--- config.mk ---
export PLATFORM = sky130hd
export DESIGN_NAME = act_mem_loader
export DESIGN_NICKNAME = d
export VERILOG_FILES = /design/src/rtl/act_mem_loader.sv
export SDC_FILE = /design/constraint.sdc
export NUM_CORES = 1
export LEC_CHECK = 0
export CORE_MARGIN = 5
export CORE_UTILIZATION = 35
export CTS_CLUSTER_DIAMETER = 30
export DETAILED_ROUTE_END_ITERATION = 10
export HOLD_SLACK_MARGIN = 0.03
export PLACE_DENSITY = 0.74
export SYNTH_ARGS = -nofsm -noshare
export SYNTH_HDL_FRONTEND = slang
export SYNTH_SLANG_ARGS = --single-unit
--- constraint.sdc ---
create_clock -name clk -period 2.9 [get_ports clk]
set_input_delay 0.29 -clock clk [delete_from_list [all_inputs] [get_ports clk]]
set_output_delay 0.29 -clock clk [all_outputs]
set_load 0.05 [all_outputs]
--- src/rtl/act_mem_loader.sv ---
// Streams ENTRY_NUM*DIM*DIM words into activation memory, x fastest, then y, then entry.
// Optional macro ACT_MEM_LOADER_ABORT_EN adds an abort input that cancels a load in progress.
module act_mem_loader #(
  parameter int ENTRY_NUM = 16,
  parameter int DIM       = 1,
  parameter int DATA_SIZE = 64
) (
  input  logic                 clk,
  input  logic                 rst,
  input  logic                 start,
  input  logic                 in_valid,
  input  logic [DATA_SIZE-1:0] in_data,
`ifdef ACT_MEM_LOADER_ABORT_EN
  input  logic                 abort,
`endif
  output logic                 in_ready,
  output logic                 mem_write,
  output logic [15:0]          mem_index_entry,
  output logic [15:0]          mem_index_y,
  output logic [15:0]          mem_index_x,
  output logic [DATA_SIZE-1:0] mem_in_data,
  output logic                 busy,
  output logic                 done
);

  localparam logic [15:0] ENTRY_LAST = 16'(ENTRY_NUM - 1);
  localparam logic [15:0] DIM_LAST   = 16'(DIM - 1);

  typedef enum logic [1:0] {IDLE, LOAD, DONE} state_t;

  state_t                 state, state_nxt;
  logic [15:0]            x_cnt, y_cnt, e_cnt;
  logic                   accept;
  logic                   abort_req;
  logic                   vld_p1;
  logic [15:0]            entry_p1, y_p1, x_p1;
  logic [DATA_SIZE-1:0]   data_p1;

`ifdef ACT_MEM_LOADER_ABORT_EN
  assign abort_req = abort;
`else
  assign abort_req = 1'b0;
`endif

  function automatic logic is_last(input logic [15:0] e, input logic [15:0] y,
                                   input logic [15:0] x);
    return (e == ENTRY_LAST) && (y == DIM_LAST) && (x == DIM_LAST);
  endfunction

  always_comb begin
    state_nxt = state;
    in_ready  = 1'b0;
    busy      = 1'b0;
    done      = 1'b0;
    case (state)
      IDLE: begin
        if (start) state_nxt = LOAD;
      end
      LOAD: begin
        busy = 1'b1;
        if (abort_req) begin
          state_nxt = IDLE;
        end else begin
          in_ready = 1'b1;
          if (in_valid && is_last(e_cnt, y_cnt, x_cnt)) state_nxt = DONE;
        end
      end
      DONE: begin
        done      = 1'b1;
        state_nxt = IDLE;
      end
      default: state_nxt = IDLE;
    endcase
  end

  assign accept = in_valid & in_ready;

  // Stage p0 -> p1: capture the accepted beat with the address it was accepted at.
  always_ff @(posedge clk) begin
    if (rst) begin
      state    <= IDLE;
      x_cnt    <= '0;
      y_cnt    <= '0;
      e_cnt    <= '0;
      vld_p1   <= 1'b0;
      entry_p1 <= '0;
      y_p1     <= '0;
      x_p1     <= '0;
      data_p1  <= '0;
    end else begin
      state  <= state_nxt;
      vld_p1 <= accept;
      if (state == IDLE && start) begin
        x_cnt <= '0;
        y_cnt <= '0;
        e_cnt <= '0;
      end else if (accept) begin
        data_p1  <= in_data;
        entry_p1 <= e_cnt;
        y_p1     <= y_cnt;
        x_p1     <= x_cnt;
        if (x_cnt == DIM_LAST) begin
          x_cnt <= '0;
          if (y_cnt == DIM_LAST) begin
            y_cnt <= '0;
            e_cnt <= e_cnt + 16'd1;
          end else begin
            y_cnt <= y_cnt + 16'd1;
          end
        end else begin
          x_cnt <= x_cnt + 16'd1;
        end
      end
    end
  end

  assign mem_write       = vld_p1;
  assign mem_index_entry = entry_p1;
  assign mem_index_y     = y_p1;
  assign mem_index_x     = x_p1;
  assign mem_in_data     = data_p1;

endmodule

# Word-level counts from Yosys, hierarchy flattened
# Cells that the tools add are included.
# W data, S select, Z words.
# word_totals
in_bits	68
wordCells	38
ff_bits	163
# op_classes
bitwise_logic	2
n_addsub	3
n_reduce_logical	12
n_mux	7
eq_ne	5
# op_table
cell	count
$add A16 B1 Y16 const B	3
$logic_not A16 Y1	2
$mux W16	2
$eq A16 B4 Y1 const B	1
$reduce_and A2 Y1	3
$logic_and A1 B1 Y1	4
$mux W2	2
$ne A2 B2 Y1 const B	2
$pmux W2 S2	1
$reduce_and A3 Y1	1
$eq A2 B1 Y1 const B	1
$eq A2 B2 Y1 const B	1
$logic_not A2 Y1	1
$mux W1	2
$reduce_or A2 Y1	1
$and A1 B1 Y1	1
$not A1 Y1	1

# Longest topological paths before layout
# logic_depth
depth_word	6
ltp_mapped	9

# Worst setup path after synthesis
# Ideal clock, no wire load.
# synth_timing
path_type	register -> register
from	register x_cnt[0]
to	register e_cnt[13]
stages_incl_launch_ff	9
setup_ps	70
synth_period_minus_slack_ps	2106
n_path_buf	1
t_required_ps	2830
path_slack_ps	794
t_arrival_ps	2036
cell_sequence	dfxtp_1 -> inv_1 -> ha_1 -> nor4b_4 -> nand4_4 -> or3_4 -> buf_6 -> or4_1 -> a21oi_1
# synth_via
elab_chain_cells	2
# synth_rtl
element	line_no	rtl
start: declaration	32	logic [15:0] x_cnt, y_cnt, e_cnt;
start signal: assignment	111	x_cnt <= x_cnt + 16'd1;
$logic_not A16 Y1	102	if (x_cnt == DIM_LAST) begin
$reduce_and A3 Y1 (no source line)	--	
end signal: assignment	106	e_cnt <= e_cnt + 16'd1;
end: declaration	32	
# Every way passes these cells.
# A chain may end at the register's enable or synchronous reset.

# Worst setup path in the final report
# layout_timing
from	register y_cnt[0]
to	register e_cnt[13]
# layout_via
elab_chain_cells	2
# layout_rtl
element	line_no	rtl
start: declaration	32	
start signal: assignment	108	y_cnt <= y_cnt + 16'd1;
$logic_not A16 Y1	104	if (y_cnt == DIM_LAST) begin
$reduce_and A3 Y1 (no source line)	--	
# Every way passes these cells.

==> flow_metrics.py <==
metrics = {
    "yosys": {
        "netlist_instances": 787,
        "synth_xor_area_share_pct": 4.84,
        "synth_enable_flop_cells": 0,
        "synth_top_family_by_area": "simple AND/OR/NAND/NOR gates",
        "ys_top_cells_by_count": "nand2_1, dfxtp_1, a21oi_1",
        "synth_ff_type": "dfxtp_1",
        "ys.warnings.count": 0,
        "synthArstFlopShare_pct": 0,
        "yosys.area_share.adder_pct": 0.988,
        "synth_nets": 860,
        "syn_area_mm2": 0.00633,
        "yosysMostFrequentCell": "nand2_1",
        "ys_seq_elements": 163,
        "synth.top_cell.area_share_pct": 51.5,
        "synth_compound_area_share_pct": 10.8,
        "yosys.area.top_type": "dfxtp_1",
        "avgSynthCellArea_um2": 8.05,
        "yosys.area_share.simple_pct": 27.5,
        "muxShareOfSynthArea_pct": 0.474,
        "synthTopCellsByArea": "dfxtp_1, nand2_1, a21oi_1",
        "synth_cell_types": 36,
        "ys_seq_area_share_pct": 51.5,
    },
    "timing": {
        "final-hold-violation-count": 0,
        "rsz0062_at_grt": "no",
        "finalCritPeriodShare_pct": 77.9,
        "finalClockSkew_ns": 0.0110,
        "finalSetupTns_ns": 0,
        "max_freq_mhz": 442,
        "tightest_slew_ns": 0.742,
        "drv_slew": 0,
        "setup_viol": 0,
        "period_minus_slack_ns": 2.26,
        "max_slew_margin_pct": 50.6,
    },
    "flow_run": {
        "cap_violations": 0,
    },
    "worst_setup_path": {
        "path_delay_family": "simple AND/OR/NAND/NOR gates",
        "arrival_ns": 2.60,
        "slowest_stage": "or4_1",
        "criticalPathCategory": "register to register",
        "start_kind": "register",
        "path_cells": "inv_1 -> ha_1 -> nor4b_1 -> nand4_1 -> or3_4 -> or4_1 -> a21oi_1",
        "rrSetupSlack_ns": 0.64,
        "reg2regPathDepth": 7,
        "r2r-end": "e_cnt[13]",
        "slowest_delay_ns": 0.52,
        "critPathBufInv": 1,
        "worst_setup_path_end_kind": "register",
        "cp.required_ns": 3.24,
        "rr_startpoint": "y_cnt[0]",
        "critPathMaxFanout": 11,
    },
    "clock_network": {
        "cts_root_buf": "clkbuf_16",
        "cts_buffer_depth": 2,
        "cts-resized-gates": 0,
        "cts_tree": "built",
        "clkSinkCount": 163,
        "insertion_delay_ns": 0.43,
        "cts_setup_buffers": 0,
        "cts_buffers": 17,
        "h-tree-depth": 4,
        "clk_pin_slew_ns": 0.07,
        "hold_buffers": 0,
    },
    "routing": {
        "wl_um": 17400,
        "drt_iter0_drc": 313,
        "first_pass_iters": 4,
        "antenna_left": 0,
        "viasPerCell": 4.90,
        "drc": 0,
        "via_count": 5806,
        "wire_per_inst_um": 14.7,
    },
    "pwr": {
        "max-vdd-ir-drop_uv": 423,
        "cellPowerDensity_mw_per_mm2": 554,
        "cellLeakagePower_nw": 2.98,
    },
    "grt": {
        "grt_pass1_wl_um": 27000,
        "track_usage_pct": 16.3,
        "grt_max_degree": 114,
        "grt_pass1_vias": 5346,
        "overflow": 0,
        "grt_antenna_before_repair": 0,
    },
    "floorplan": {
        "die_x_um": 145,
        "io_pins": 184,
        "core_area_mm2": 0.0179,
        "row_count": 49,
        "die_area_mm2": 0.0209,
        "start_util_pct": 35.4,
        "die_h_um": 145,
    },
    "place": {
        "place_congestion": 0.840,
        "dp_hpwl_um": 12100,
        "io_buffers": 183,
    },
    "min_path": {
        "min-delay-start": "rst",
        "hold_class": "input pin to register",
        "hold_depth": 4,
        "hold_end": "state[0]",
    },
    "finish": {
        "utilization_pct": 49.7,
        "drive_above_1_share_pct": 5.02,
        "n_antenna_cell": 0,
        "synthToLayoutAreaGrowth_pct": 40.4,
        "nets": 1018,
    },
    "status": {
        "outcome": "completed",
    },
}
-- routing by layer --
metal,track usage [%],part of all wire (%),vias up
li1,-,-,2941
met1,20.4,42,2654
met2,24.9,47,170
met3,5.32,6.9,41
met4,8.54,4.1,0
met5,0,0,-
-- report_power, final --
part / switching [mW] / internal (mW) / total [mW]
Combinational: 0.295 / 0.179 / 0.473
Clock: 0.929 / 1.22 / 2.15
Sequential: 0.0197 / 2.28 / 2.30
Total: 1.24 / 3.68 / 4.92
-- state kept, by name, summed over array words and instances (netlist names) --
signal / count
e_cnt: 16
mem_in_data: 64
mem_index_entry: 16
mem_index_x: 16
mem_index_y: 16
mem_write: 1
state: 2
x_cnt: 16
y_cnt: 16
-- through the flow --
stage | total power, mW | instances | instance area [um^2] | setup WS, ns | hold slack [ns]
6_report | 4.92 | 1186 | 8890 | 0.640 | 0.187
4_1_cts | 4.97 | 1186 | 8890 | 0.629 | 0.176
3_3_place_gp | 2.82 | 1155 | 8330 | 0.583 | 0.441
5_1_grt | 5.11 | 1186 | 8890 | 0.467 | 0.212
3_5_place_dp | 2.82 | 1155 | 8330 | 0.577 | 0.446
2_1_floorplan | 2.61 | 787 | 6330 | 0.794 | 0.397
-- worst max path at each step --
stage,end,depth (start not counted),slack (ns),startpoint
final,e_cnt[13],7,0.64,y_cnt[0]
after global routing,e_cnt[13],7,0.47,y_cnt[0]
after CTS,e_cnt[13],7,0.63,y_cnt[0]
after detailed placement,e_cnt[14],6,0.58,in_valid
after global placement,x_cnt[0],7,0.58,in_valid
after floorplan,e_cnt[13],8,0.79,x_cnt[0]
-- cell families (layout without fill, tap and decap cells) --
logic type      after synthesis  in the layout
fa+ha+maj                     5              5
xor+xnor                     35             35
buf+inv                      63            233
mux                           3              3
flops                       163            163
compound gates              134            134
simple gates                384            384
-- layout by cell type (no fill, tap or decap), types with 7 or more instances in the layout --
cell type,netlist,final
a21oi_1,124,124
and3_1,7,7
buf_4,1,11
clkbuf_16,0,17
clkdlybuf4s50_1,0,182
dfxtp_1,163,163
inv_1,8,8
nand2_1,247,247
nand3_1,12,12
nand4_1,19,19
nor2_1,43,43
nor3_1,10,10
nor4_1,22,22
xnor2_1,23,23
xor2_1,12,12
-- cell type report --
type	instances	area (um^2)
multi-input combinational	561	2830
clock inverter	11	104
inverter	8	30.0
sequential	163	3260
clock buffer	20	457
tap	229	287
fill	1703	9010
timing repair buffer	194	1920
-- tightest hold or removal path, cell delays in order --
cell and delay (ns):
buf_4 0.13, nor2_1 0.04, o21ai_0 0.07, a31oi_1 0.04
No activity file was read; power rests on OpenSTA's default activity.
